===== config.mk =====
export PLATFORM = sky130hd
export DESIGN_NAME = mem_arbiter_flat
export DESIGN_NICKNAME = d
export VERILOG_FILES = /design/src/rtl/mem_arbiter_if.sv /design/src/rtl/mem_arbiter.sv /design/src/flat_wrapper.sv
export SDC_FILE = /design/constraint.sdc
export NUM_CORES = 1
export LEC_CHECK = 0
export CAP_MARGIN = 20
export CORE_UTILIZATION = 32
export CTS_BUF_LIST = sky130_fd_sc_hd__clkbuf_2 sky130_fd_sc_hd__clkbuf_4 sky130_fd_sc_hd__clkbuf_8
export CTS_CLUSTER_SIZE = 16
export DETAILED_ROUTE_END_ITERATION = 8
export GPL_ROUTABILITY_DRIVEN = 0
export PLACE_DENSITY = 0.86
export SYNTH_ARGS = -nofsm -noshare
export SYNTH_HDL_FRONTEND = slang
export SYNTH_SLANG_ARGS = --single-unit

===== constraint.sdc =====
create_clock -name clock -period 1.6 [get_ports clock]
set_input_delay 0.16 -clock clock [delete_from_list [all_inputs] [get_ports clock]]
set_output_delay 0.16 -clock clock [all_outputs]
set_load 0.05 [all_outputs]

===== src/rtl/mem_arbiter_if.sv =====
// rtl/mem_arbiter_if.sv - requester and RAM-side signal bundle for mem_arbiter
interface mem_arbiter_if #(
   parameter int DW = 16,
   parameter int AW = 14
);
   logic          req0;
   logic          we0;
   logic [AW-1:0] addr0;
   logic [DW-1:0] wdata0;
   logic          gnt0;
   logic          rvalid0;
   logic [DW-1:0] rdata0;

   logic          req1;
   logic          we1;
   logic [AW-1:0] addr1;
   logic [DW-1:0] wdata1;
   logic          gnt1;
   logic          rvalid1;
   logic [DW-1:0] rdata1;

   logic [DW-1:0] mem_in;
   logic          mem_load;
   logic [AW-1:0] mem_address;
   logic [DW-1:0] mem_out;

   modport slave (
      input  req0, we0, addr0, wdata0,
      input  req1, we1, addr1, wdata1,
      input  mem_out,
      output gnt0, rvalid0, rdata0,
      output gnt1, rvalid1, rdata1,
      output mem_in, mem_load, mem_address
   );

   modport master (
      output req0, we0, addr0, wdata0,
      output req1, we1, addr1, wdata1,
      output mem_out,
      input  gnt0, rvalid0, rdata0,
      input  gnt1, rvalid1, rdata1,
      input  mem_in, mem_load, mem_address
   );
endinterface


===== src/rtl/mem_arbiter.sv =====
// rtl/mem_arbiter.sv - two-requester round-robin arbiter with bounded burst in front of a single-port RAM
module mem_arbiter #(
   parameter int DW        = 16,
   parameter int AW        = 14,
   parameter int MAX_BURST = 4
) (
   input logic          clock,
   input logic          reset,
   mem_arbiter_if.slave bus
);
   localparam int            CW      = $clog2(MAX_BURST + 1);
   localparam logic [CW-1:0] MAX_CNT = CW'(MAX_BURST);

   logic          owner;
   logic [CW-1:0] count;
   logic          grant;
   logic          winner;
   logic          sel_we;
   logic [AW-1:0] sel_addr;
   logic [DW-1:0] sel_wdata;

   // Grants are gated by reset so an in-flight write never reaches the RAM.
   always_comb begin
      grant  = 1'b0;
      winner = owner;
      if (reset) begin
         if (bus.req0 && bus.req1) begin
            grant  = 1'b1;
            winner = (count < MAX_CNT) ? owner : ~owner;
         end else if (bus.req0) begin
            grant  = 1'b1;
            winner = 1'b0;
         end else if (bus.req1) begin
            grant  = 1'b1;
            winner = 1'b1;
         end
      end
   end

   always_comb begin
      sel_we    = 1'b0;
      sel_addr  = bus.addr0;
      sel_wdata = bus.wdata0;
      if (grant && winner) begin
         sel_we    = bus.we1;
         sel_addr  = bus.addr1;
         sel_wdata = bus.wdata1;
      end else if (grant) begin
         sel_we    = bus.we0;
      end
   end

   assign bus.gnt0        = grant & ~winner;
   assign bus.gnt1        = grant & winner;
   assign bus.mem_load    = sel_we;
   assign bus.mem_address = sel_addr;
   assign bus.mem_in      = sel_wdata;

   always_ff @(posedge clock or negedge reset) begin
      if (!reset) begin
         owner       <= 1'b0;
         count       <= '0;
         bus.rvalid0 <= 1'b0;
         bus.rvalid1 <= 1'b0;
         bus.rdata0  <= '0;
         bus.rdata1  <= '0;
      end else begin
         bus.rvalid0 <= bus.gnt0 & ~bus.we0;
         bus.rvalid1 <= bus.gnt1 & ~bus.we1;
         if (bus.gnt0 && !bus.we0)
            bus.rdata0 <= bus.mem_out;
         if (bus.gnt1 && !bus.we1)
            bus.rdata1 <= bus.mem_out;
         if (grant) begin
            if (winner == owner) begin
               if (count < MAX_CNT)
                  count <= count + CW'(1);
            end else begin
               owner <= winner;
               count <= CW'(1);
            end
         end
      end
   end
endmodule


===== src/flat_wrapper.sv =====
// flat-port wrapper written by rule: the top's interface ports become plain ports
module mem_arbiter_flat 
#(
   parameter int DW        = 16,
   parameter int AW        = 14,
   parameter int MAX_BURST = 4
)
  (clock, reset, bus_req0, bus_we0, bus_addr0, bus_wdata0, bus_req1, bus_we1, bus_addr1, bus_wdata1, bus_mem_out, bus_gnt0, bus_rvalid0, bus_rdata0, bus_gnt1, bus_rvalid1, bus_rdata1, bus_mem_in, bus_mem_load, bus_mem_address);
  mem_arbiter_if #(.DW(DW), .AW(AW)) bus_i ();
  input logic clock;
  input logic reset;
  input wire logic [$bits(bus_i.req0)-1:0] bus_req0;
  input wire logic [$bits(bus_i.we0)-1:0] bus_we0;
  input wire logic [$bits(bus_i.addr0)-1:0] bus_addr0;
  input wire logic [$bits(bus_i.wdata0)-1:0] bus_wdata0;
  input wire logic [$bits(bus_i.req1)-1:0] bus_req1;
  input wire logic [$bits(bus_i.we1)-1:0] bus_we1;
  input wire logic [$bits(bus_i.addr1)-1:0] bus_addr1;
  input wire logic [$bits(bus_i.wdata1)-1:0] bus_wdata1;
  input wire logic [$bits(bus_i.mem_out)-1:0] bus_mem_out;
  output wire logic [$bits(bus_i.gnt0)-1:0] bus_gnt0;
  output wire logic [$bits(bus_i.rvalid0)-1:0] bus_rvalid0;
  output wire logic [$bits(bus_i.rdata0)-1:0] bus_rdata0;
  output wire logic [$bits(bus_i.gnt1)-1:0] bus_gnt1;
  output wire logic [$bits(bus_i.rvalid1)-1:0] bus_rvalid1;
  output wire logic [$bits(bus_i.rdata1)-1:0] bus_rdata1;
  output wire logic [$bits(bus_i.mem_in)-1:0] bus_mem_in;
  output wire logic [$bits(bus_i.mem_load)-1:0] bus_mem_load;
  output wire logic [$bits(bus_i.mem_address)-1:0] bus_mem_address;
  assign bus_i.req0 = bus_req0;
  assign bus_i.we0 = bus_we0;
  assign bus_i.addr0 = bus_addr0;
  assign bus_i.wdata0 = bus_wdata0;
  assign bus_i.req1 = bus_req1;
  assign bus_i.we1 = bus_we1;
  assign bus_i.addr1 = bus_addr1;
  assign bus_i.wdata1 = bus_wdata1;
  assign bus_i.mem_out = bus_mem_out;
  assign bus_gnt0 = bus_i.gnt0;
  assign bus_rvalid0 = bus_i.rvalid0;
  assign bus_rdata0 = bus_i.rdata0;
  assign bus_gnt1 = bus_i.gnt1;
  assign bus_rvalid1 = bus_i.rvalid1;
  assign bus_rdata1 = bus_i.rdata1;
  assign bus_mem_in = bus_i.mem_in;
  assign bus_mem_load = bus_i.mem_load;
  assign bus_mem_address = bus_i.mem_address;
  mem_arbiter #(.DW(DW), .AW(AW), .MAX_BURST(MAX_BURST)) u_core (.clock(clock), .reset(reset), .bus(bus_i));
endmodule

==> results of run 1 <==
==> sequential cells by signal, indices dropped and copies added, names as in the netlist <==
register and count:
u_core.owner 1, u_core.bus.rvalid0 1, u_core.count 3, u_core.bus.rdata0 16
u_core.bus.rvalid1 1, u_core.bus.rdata1 16
==> cell families (layout without fill, tap and decap cells) <==
| group | count (synthesis) | after routing | synth area share |
|---|---|---|---|
| buffers and inverters | 12 | 184 | 0.0415 |
| and+or+nand+nor | 14 | 14 | 0.0428 |
| adders and majority gates | 1 | 1 | 0.00611 |
| DFF | 38 | 38 | 0.464 |
| AOI/OAI and AO/OA | 16 | 16 | 0.0703 |
| xor gates and xnor gates | 2 | 2 | 0.0177 |
| muxes | 62 | 62 | 0.357 |
==> routing by layer <==
metal | track usage | vias up | part of all wire
li1 | - | 869 | -
met1 | 0.221 | 939 | 0.35
met2 | 0.450 | 104 | 0.55
met3 | 0.0689 | 14 | 0.083
met4 | 0.0702 | 0 | 0.023
met5 | 0 | - | 0
==> layout make-up <==
cell class / instances / area share
Clock buffer: 6 / 0.0181
Clock inverter: 1 / 0.00660
Inverter: 2 / 0.00165
Multi-Input combinational cell: 95 / 0.275
Sequential cell: 38 / 0.210
Tap cell: 75 / 0.0206
Timing Repair Buffer: 175 / 0.469
==> worst register-to-register path: stages (launching register included) <==
cell       delay [ps]
dfrtp_2           440
buf_4             150
buf_8             130
xor2_4            200
a211oi_4          280
buf_12            160
clkbuf_16         160
mux2_4            300
==> power by group through the flow <==
stage | clock network, W | logic [W] | registers (W)
final | 0.000830 | 0.00504 | 0.00171
after global routing | 0.000898 | 0.00525 | 0.00176
after CTS | 0.000842 | 0.00495 | 0.00171
after detailed placement | 0 | 0.00464 | 0.00170
after global placement | 0 | 0.00455 | 0.00167
after floorplan | 0 | 0.00160 | 0.00302
==> path summary, 6_finish.rpt <==
path	endpoint	slack (ps)	depth (start not counted)
worst max-delay path	bus_mem_in[6]	-380	6
worst min-delay path	u_core.bus.rdata1[7]$_DFFE_PN0P_	20	3
worst max register to register	u_core.bus.rdata0[4]$_DFFE_PN0P_	-340	7
worst min register to register	u_core.bus.rdata1[13]$_DFFE_PN0P_	510	1
max in group asynchronous	u_core.bus.rdata1[6]$_DFFE_PN0P_	990	4
min in group clock	u_core.bus.rdata1[13]$_DFFE_PN0P_	510	1
==> per-stage QoR <==
| stage | hold slack (ps) | cells |
|---|---|---|
| 4_1_cts | 6.84 | 385 |
| 5_1_grt | 21.4 | 392 |
| 3_3_place_gp | 314 | 374 |
| 2_1_floorplan | -136 | 145 |
| 3_5_place_dp | 316 | 374 |
| 6_report | 17.7 | 392 |
==> repair_timing <==
action                     CTS  global route
gates resized for setup     30             5
setup endpoints to repair   65            65
buffers inserted             2             4
pin swaps                    2             4
gates cloned                 2             5
==> cells in the final DEF (no fill, tap or decap), drive strengths merged, types with 2 or more instances in the layout <==
cell and n:
buf 90, clkdlybuf4s50 80, mux2 62, dfrtp 38, clkbuf 11, a21oi 4
nand2 3, nor2b 3, nor3b 3, a211oi 3, inv 2
==> flow_summary.ini, run 1 <==
[worst_setup_path]
arrival_ps = 1820
cp-start-kind = register
crit_chain = xnor2_4 -> a21oi_4 -> buf_12 -> clkbuf_16 -> mux2_4 -> buf_12
timing.rr.start = u_core.count[2]$_DFFE_PN0P_
critPathTopFamily = buffers and inverters
end_kind = primary output
setup.worst_path.start = u_core.owner$_DFFE_PN0P_
max_stage_delay_ps = 440
crit_path_max_fanout = 8
path_buf_inv = 3
critPathRequiredTime_ps = 1440
critical_path_class = register to primary output
cp_slowest_cell = dfrtp_2
crit_path_frequent_cell = buf_12

[sta]
finalSetupViolations = 65
fin_crit_sh = 1.24
fmax_ghz = 0.505
timing.final.ws_setup_ps = -379
worstMarginPinSlew_ps = 312
skew_ps = 7.68
post-route-min-period_ps = 1980
final.setup.tns_ps = -17820
final_max_slew_viol_count = 0
rsz0062_at_grt = yes
hold_violations = 0
relSlewSlack = 0.789

[detailed_routing]
drc_errors = 0
vias_per_cell = 4.91
wire_per_inst_um = 20.9
wirelength_mm = 8.18
dr.pass1.iters = 4
routed-via-count = 1926
dr.first_iter.drc_count = 19
ant_nets = 0

[power]
power_w = 0.00759
power_frac_seq = 0.226
combPwrFrac = 0.665
switching_power_w = 0.00341
p_leak_nw = 2.04
power_per_cell_area_nw_per_um2 = 1670
p_sw_frac = 0.449
clockPowerShare = 0.109
power.internal_w = 0.00418
ir_worst_vdd_v = 0.00155

[global_routing]
antenna_found_initial = 0
grt_pass1_vias = 2012
grt.total_usage = 0.228
gr-total-overflow = 0
grt_pass1_wl_mm = 11.0
grt_max_degree = 25

[worst_hold_path]
hold_path.class = primary input to asynchronous set/reset pin

[finish]
n_fill_cell = 365
final_layout_size_suffix_gt1_frac = 0.546
post-route-util = 0.751
regArea_um2 = 953
fin_area_um2 = 4550
layout.nets = 400
diodes = 0
multi_input_area_um2 = 1250
syn_to_final_growth_pct = 122

[yosys]
syn-num-nets = 228
yosys_warnings = 0
synth_cells = 145
post_synth_num_cell_types = 34
avgSynthCellArea_um2 = 14.1
synthTopCellsByArea = dfrtp_1 (46%), mux2_2 (28%), mux2_4 (6.6%)
async_reset_ff_frac = 1.00
synth_top_area_frac = 0.464
synth_most_common_cell = mux2_2
syn_area_um2 = 2050
synth_ff_type = dfrtp_1
synth_edf_count = 0
synth_common_cells = mux2_2 (51), dfrtp_1 (38), mux2_4 (9)
ys_seq_area_frac = 0.464
ys_ff_latch = 38
synth_largest_area_cell = dfrtp_1

[clock_tree]
clkSinkCount = 38
tritoncts = done
cts.htree.levels = 2
insertion_delay_ps = 280
hold_buffers = 0
clockBufferDepth = 2
cts_made_buffers = 5
clkTransAtPathRegs_ps = 80
root_buffer = clkbuf_8

[floorplan]
start_util = 0.338
die_x_um = 82.0
dieArea_um2 = 6720
core_um2 = 6060
row_count = 28
die_h_um = 82.0
io_pins = 149

[run_status]
violations = setup timing
status = finished with violations

[placement]
place_area_um2 = 4080
port_buffers = 148
pre_cts_ws_ps = -276
dp_hpwl_mm = 5.75

[flow_run]
maxCapViolCount = 0
Note: power is estimated with default switching activity, not from simulation.
==> inputs of run 2 (changes only) <==
--- a/config.mk
+++ b/config.mk
@@ -11,6 +11,7 @@
 export CTS_CLUSTER_SIZE = 16
 export DETAILED_ROUTE_END_ITERATION = 8
 export GPL_ROUTABILITY_DRIVEN = 0
+export GPL_TIMING_DRIVEN = 0
 export PLACE_DENSITY = 0.86
 export SYNTH_ARGS = -nofsm -noshare
 export SYNTH_HDL_FRONTEND = slang
==> run 2 against run 1 <==
The flow still finishes with violations (setup timing). Clock power down 26%. Non-clock buffer count rose by 5. Critical path depth grew 1. Routed wire length down 11%. Combinational power shrank 6.3%. Worst hold slack better by 280 ps. Largest cell class unchanged.
==> flow_summary.ini, run 2 (synthesis gave the netlist of run 1 again) <==
[worst_setup_path]
critPathTopFamily = buffers and inverters
crit_path_frequent_cell = buf_6
crit_path_max_fanout = 5
cp_slowest_cell = dfrtp_1
arrival_ps = 1870
max_stage_delay_ps = 380
critical_path_class = register to primary output
regToRegSetupSlack_ps = -250
endpoint = bus_mem_address[5]
path_buf_inv = 4
setup.worst_path.start = u_core.owner$_DFFE_PN0P_
cp-start-kind = register
cp_num_cells = 7
end_kind = primary output
crit_chain = buf_6 -> xnor2_4 -> a21oi_4 -> buf_6 -> clkbuf_16 -> mux2_4 -> buf_6
reg2reg_to = u_core.bus.rdata0[10]$_DFFE_PN0P_
timing.rr.start = u_core.owner$_DFFE_PN0P_
reg2reg_depth = 7
critPathRequiredTime_ps = 1440

[power]
power_w = 0.00698
power_per_cell_area_nw_per_um2 = 1630
ir_worst_vdd_v = 0.00132
p_leak_nw = 1.96

[worst_hold_path]
hold_path.class = primary input to register
worstHoldStart = reset

[placement]
port_buffers = 147
dp_hpwl_mm = 5.03
place_area_um2 = 3770

[clock_tree]
clockBufferDepth = 2
tritoncts = done
insertion_delay_ps = 280
clkTransAtPathRegs_ps = 70
cts.htree.levels = 2
clkSinkCount = 38
cts_made_buffers = 5
root_buffer = clkbuf_8

[detailed_routing]
dr.first_iter.drc_count = 55
wire_per_inst_um = 18.4
routed-via-count = 1916
vias_per_cell = 4.83
dr.pass1.iters = 4
wirelength_mm = 7.30
ant_nets = 0
drc_errors = 0

[floorplan]
core_um2 = 6060
dieArea_um2 = 6720
row_count = 28
start_util = 0.338
io_pins = 149
die_h_um = 82.0
die_x_um = 82.0

[sta]
post-route-min-period_ps = 2030
finalSetupViolations = 65
timing.final.ws_setup_ps = -435
skew_ps = 6.45
fmax_ghz = 0.491
hold_violations = 0
fin_crit_sh = 1.27
final_max_slew_viol_count = 0
hold-worst-slack_ps = 296
relSlewSlack = 0.635
rsz0062_at_grt = yes
worstMarginPinSlew_ps = 548

[finish]
layout.nets = 405
diodes = 0
fin_area_um2 = 4280
final_common_cell = clkdlybuf4s50_1
reg_top3 = u_core.bus.rdata0: 16 flops, u_core.bus.rdata1: 16 flops, u_core.count: 3 flops
syn_to_final_growth_pct = 109
final_layout_size_suffix_gt1_frac = 0.438
layout_common_cells = clkdlybuf4s50_1 (79), mux2_4 (57), dfrtp_1 (38)
n_fill_cell = 415

[global_routing]
antenna_found_initial = 0
gr-total-overflow = 0
grt_pass1_vias = 2001
grt_max_degree = 39
grt_pass1_wl_mm = 10.2
grt.total_usage = 0.207

[run_status]
violations = setup timing
status = finished with violations

[flow_run]
maxCapViolCount = 0
==> run 2: through the flow <==
step	TNS [ps]	util	setup slack (ps)	cells
CTS	-19710	0.686	-497	393
global placement	-175210	0.623	-2570	367
floorplan	-3620	-	-121	145
global route	-23910	0.706	-506	397
finish	-19400	0.706	-435	397
detailed placement	-79980	0.622	-1500	367
==> run 2: worst reg2reg max path, stage by stage, from the launching register on <==
cell and delay [ps]:
dfrtp_1 380, buf_6 140, buf_4 150, xor2_4 190, a211oi_4 260, buf_6 160
buf_6 130, mux2_2 330
==> run 2: worst min path at each step <==
stage                     slack, ps  cells after the start                                 to
after floorplan                -140                      0   u_core.bus.rdata0[0]$_DFFE_PN0P_
after global placement          490                      1   u_core.bus.rdata0[7]$_DFFE_PN0P_
after detailed placement        320                      1  u_core.bus.rdata0[14]$_DFFE_PN0P_
after CTS                       290                      3        u_core.count[1]$_DFFE_PN0P_
after global routing            320                      3        u_core.count[1]$_DFFE_PN0P_
final                           300                      3        u_core.count[1]$_DFFE_PN0P_
==> run 2: area by class of cell <==
class                           count  area (um2)  area share
Clock buffer                        5        68.8      0.0161
Tap cell                           75        93.8      0.0219
Multi-Input combinational cell     95        1240       0.289
Timing Repair Buffer              171        1810       0.422
Inverter                            2        7.51     0.00175
Clock inverter                      2        10.0     0.00234
Sequential cell                    38         951       0.222
Buffer                              9         106      0.0248
==> run 2: repair_timing <==
action	in CTS	in global routing
hold buffers	2	0
pin swaps	3	5
buffers inserted	14	6
gates resized for setup	290	28
setup endpoints to repair	101	65
endpoints found under the hold margin	38	0
cloned	3	1
==> run 2: routing by layer <==
layer	vias to the layer above	routed length, um	GRT usage
met2	99	4040	0.407
met1	926	2530	0.201
li1	885	-	-
met3	6	643	0.0622
met5	-	0	0
met4	0	91	0.0684
==> run 2: power breakdown <==
| part | internal, W | switching, W |
|---|---|---|
| combinational | 0.00197 | 0.00275 |
| sequential | 0.00140 | 0.000251 |
| clock | 0.000293 | 0.000324 |
| total | 0.00366 | 0.00333 |
==> inputs of run 3 (changes only) <==
--- a/config.mk
+++ b/config.mk
@@ -6,13 +6,13 @@
 export NUM_CORES = 1
 export LEC_CHECK = 0
 export CAP_MARGIN = 20
-export CORE_UTILIZATION = 32
+export CORE_UTILIZATION = 35
 export CTS_BUF_LIST = sky130_fd_sc_hd__clkbuf_2 sky130_fd_sc_hd__clkbuf_4 sky130_fd_sc_hd__clkbuf_8
 export CTS_CLUSTER_SIZE = 16
 export DETAILED_ROUTE_END_ITERATION = 8
 export GPL_ROUTABILITY_DRIVEN = 0
 export GPL_TIMING_DRIVEN = 0
-export PLACE_DENSITY = 0.86
+export PLACE_DENSITY = 0.89
 export SYNTH_ARGS = -nofsm -noshare
 export SYNTH_HDL_FRONTEND = slang
 export SYNTH_SLANG_ARGS = --single-unit
==> constraint.sdc (replaced) <==
create_clock -name clock -period 2.2 [get_ports clock]
set_input_delay 0.22 -clock clock [delete_from_list [all_inputs] [get_ports clock]]
set_output_delay 0.22 -clock clock [all_outputs]
set_load 0.05 [all_outputs]
==> run 3 against run 2 <==
The flow now finishes without violations. Critical path type unchanged. Utilization shrank 5.1 points. Worst hold slack better by 78 ps. Power decreased by 31%. Setup slack better by 450 ps. Global-route usage shrank 1.3 points. Combinational power shrank 36%. Clock power down 3.4%. Final area is 15% lower. Routed wire length decreased by 17%. Sequential cell count is the same. Non-clock buffer count down 21. Clock skew decreased by 2.4 ps.
==> flow_summary.ini, run 3 (synthesis gave the netlist of run 1 again) <==
[run_status]
status = finished, final reports clean

[detailed_routing]
drc_errors = 0
vias_per_cell = 4.84
ant_nets = 0
dr.pass1.iters = 4
wirelength_mm = 6.08
routed-via-count = 1804
wire_per_inst_um = 16.3
dr.first_iter.drc_count = 86

[worst_hold_path]
hold_path.class = primary input to register

[floorplan]
core_um2 = 5570
row_count = 27
start_util = 0.367
dieArea_um2 = 6160
io_pins = 149
die_h_um = 78.5
die_x_um = 78.5

[finish]
final_layout_size_suffix_gt1_frac = 0.379
final_common_cell = clkdlybuf4s50_1
syn_to_final_growth_pct = 78.5
n_fill_cell = 428
multi_input_area_um2 = 1020
diodes = 0
reg_top3 = u_core.bus.rdata0: 16 flops, u_core.bus.rdata1: 16 flops, u_core.count: 3 flops
layout.nets = 384
layout_common_cells = clkdlybuf4s50_1 (113), mux2_2 (51), dfrtp_1 (38)
regArea_um2 = 951

[sta]
relSlewSlack = 0.621
skew_ps = 4.01
worstMarginPinSlew_ps = 567
hold_violations = 0
finalSetupViolations = 0
fmax_ghz = 0.458
final_max_slew_viol_count = 0
fin_crit_sh = 0.991
post-route-min-period_ps = 2180
final.setup.tns_ps = 0
rsz0062_at_grt = yes

[worst_setup_path]
critPathRequiredTime_ps = 1980
crit_path_max_fanout = 10
cp-start-kind = register
critical_path_class = register to primary output
end_kind = primary output
arrival_ps = 1960

[power]
power_w = 0.00483
power_per_cell_area_nw_per_um2 = 1320
p_leak_nw = 1.52
ir_worst_vdd_v = 0.00108

[clock_tree]
insertion_delay_ps = 280
tritoncts = done
clockBufferDepth = 2
root_buffer = clkbuf_8
cts.htree.levels = 2
cts_made_buffers = 5
clkTransAtPathRegs_ps = 70
clkSinkCount = 38
post_cts_buffers = 0

[global_routing]
grt_use_met1 = 0.211
antenna_found_initial = 0
grt_use_met2 = 0.352
grt.total_usage = 0.194
gr-total-overflow = 0
use_met3 = 0.0686
grt_max_degree = 39
grt-busiest-layer = met2
grt_pass1_wl_mm = 9.20
grt_pass1_vias = 1839

[flow_run]
maxCapViolCount = 0

[placement]
port_buffers = 147
dp_hpwl_mm = 4.53
## run 3: cell count changes in the layout (fill, tap and decap cells not counted), moves of 3 or more
cell and delta:
dlygate4sd2_1 -33, buf_8 -8, clkdlybuf4s15_2 +3, clkdlybuf4s50_1 +34, mux2_4 -48, buf_6 -30
buf_12 -5, mux2_2 +46, buf_2 +27, buf_4 -8
## run 3: layer usage
| layer | wire (um) | vias up | part of all wire |
|---|---|---|---|
| li1 | - | 840 | - |
| met2 | 3240 | 80 | 0.53 |
| met3 | 536 | 4 | 0.088 |
| met4 | 38 | 0 | 0.0063 |
| met5 | 0 | - | 0 |
| met1 | 2270 | 880 | 0.37 |
## run 3: power by group
group	leakage (nW)	internal [W]	switching, W
registers	0.453	0.00102	0.000180
clock network	0.0573	0.000363	0.000233
logic	1.01	0.00118	0.00186
total	1.52	0.00256	0.00227
## run 3: per-stage QoR
stage	cells	cell area (um2)	setup WS [ps]	utilization	hold WS, ps
6_report	373	3660	18.9	0.656	374
5_1_grt	373	3660	-37.1	0.656	380
4_1_cts	373	3640	-11.1	0.653	354
3_5_place_dp	364	3610	-1040	0.647	374
3_3_place_gp	364	3610	-2090	0.648	490
2_1_floorplan	145	2050	224	-	-75.6
## run 3: area by class of cell
type                       instances  share of cell area
buffer                            10              0.0264
tap                               72              0.0246
clock buffer                       6              0.0226
timing repair buffer             149               0.376
sequential                        38               0.260
clock inverter                     1             0.00821
inverter                           2             0.00205
multi-input combinational         95               0.280
## run 3: critical path: stages, from the launching register on
cell     delay, ps
dfrtp_1        400
buf_6          150
xnor2_4        140
a21oi_4        230
buf_6          190
mux2_2         340
buf_2          210
## run 3: what timing repair did
item / CTS / global route
hold endpoints to repair: 38 / 0
setup endpoints to repair: 58 / 30
cloned: 0 / 0
pin swaps: 0 / 1
gates resized for setup: 159 / 6
hold buffers: 2 / 0
## run 3: final timing paths
kind | from | to | slack (ps) | cells past startpoint
worst max-delay path | u_core.count[2]$_DFFE_PN0P_ | bus_mem_in[2] | 20 | 6
worst min-delay path | reset | u_core.count[1]$_DFFE_PN0P_ | 370 | 3
worst max register to register | u_core.owner$_DFFE_PN0P_ | u_core.bus.rdata0[11]$_DFFE_PN0P_ | 230 | 5
worst min register to register | u_core.bus.rdata0[13]$_DFFE_PN0P_ | u_core.bus.rdata0[13]$_DFFE_PN0P_ | 510 | 1
max in group asynchronous | reset | u_core.bus.rdata1[11]$_DFFE_PN0P_ | 1530 | 3
min in group asynchronous | reset | u_core.bus.rdata1[4]$_DFFE_PN0P_ | 490 | 3
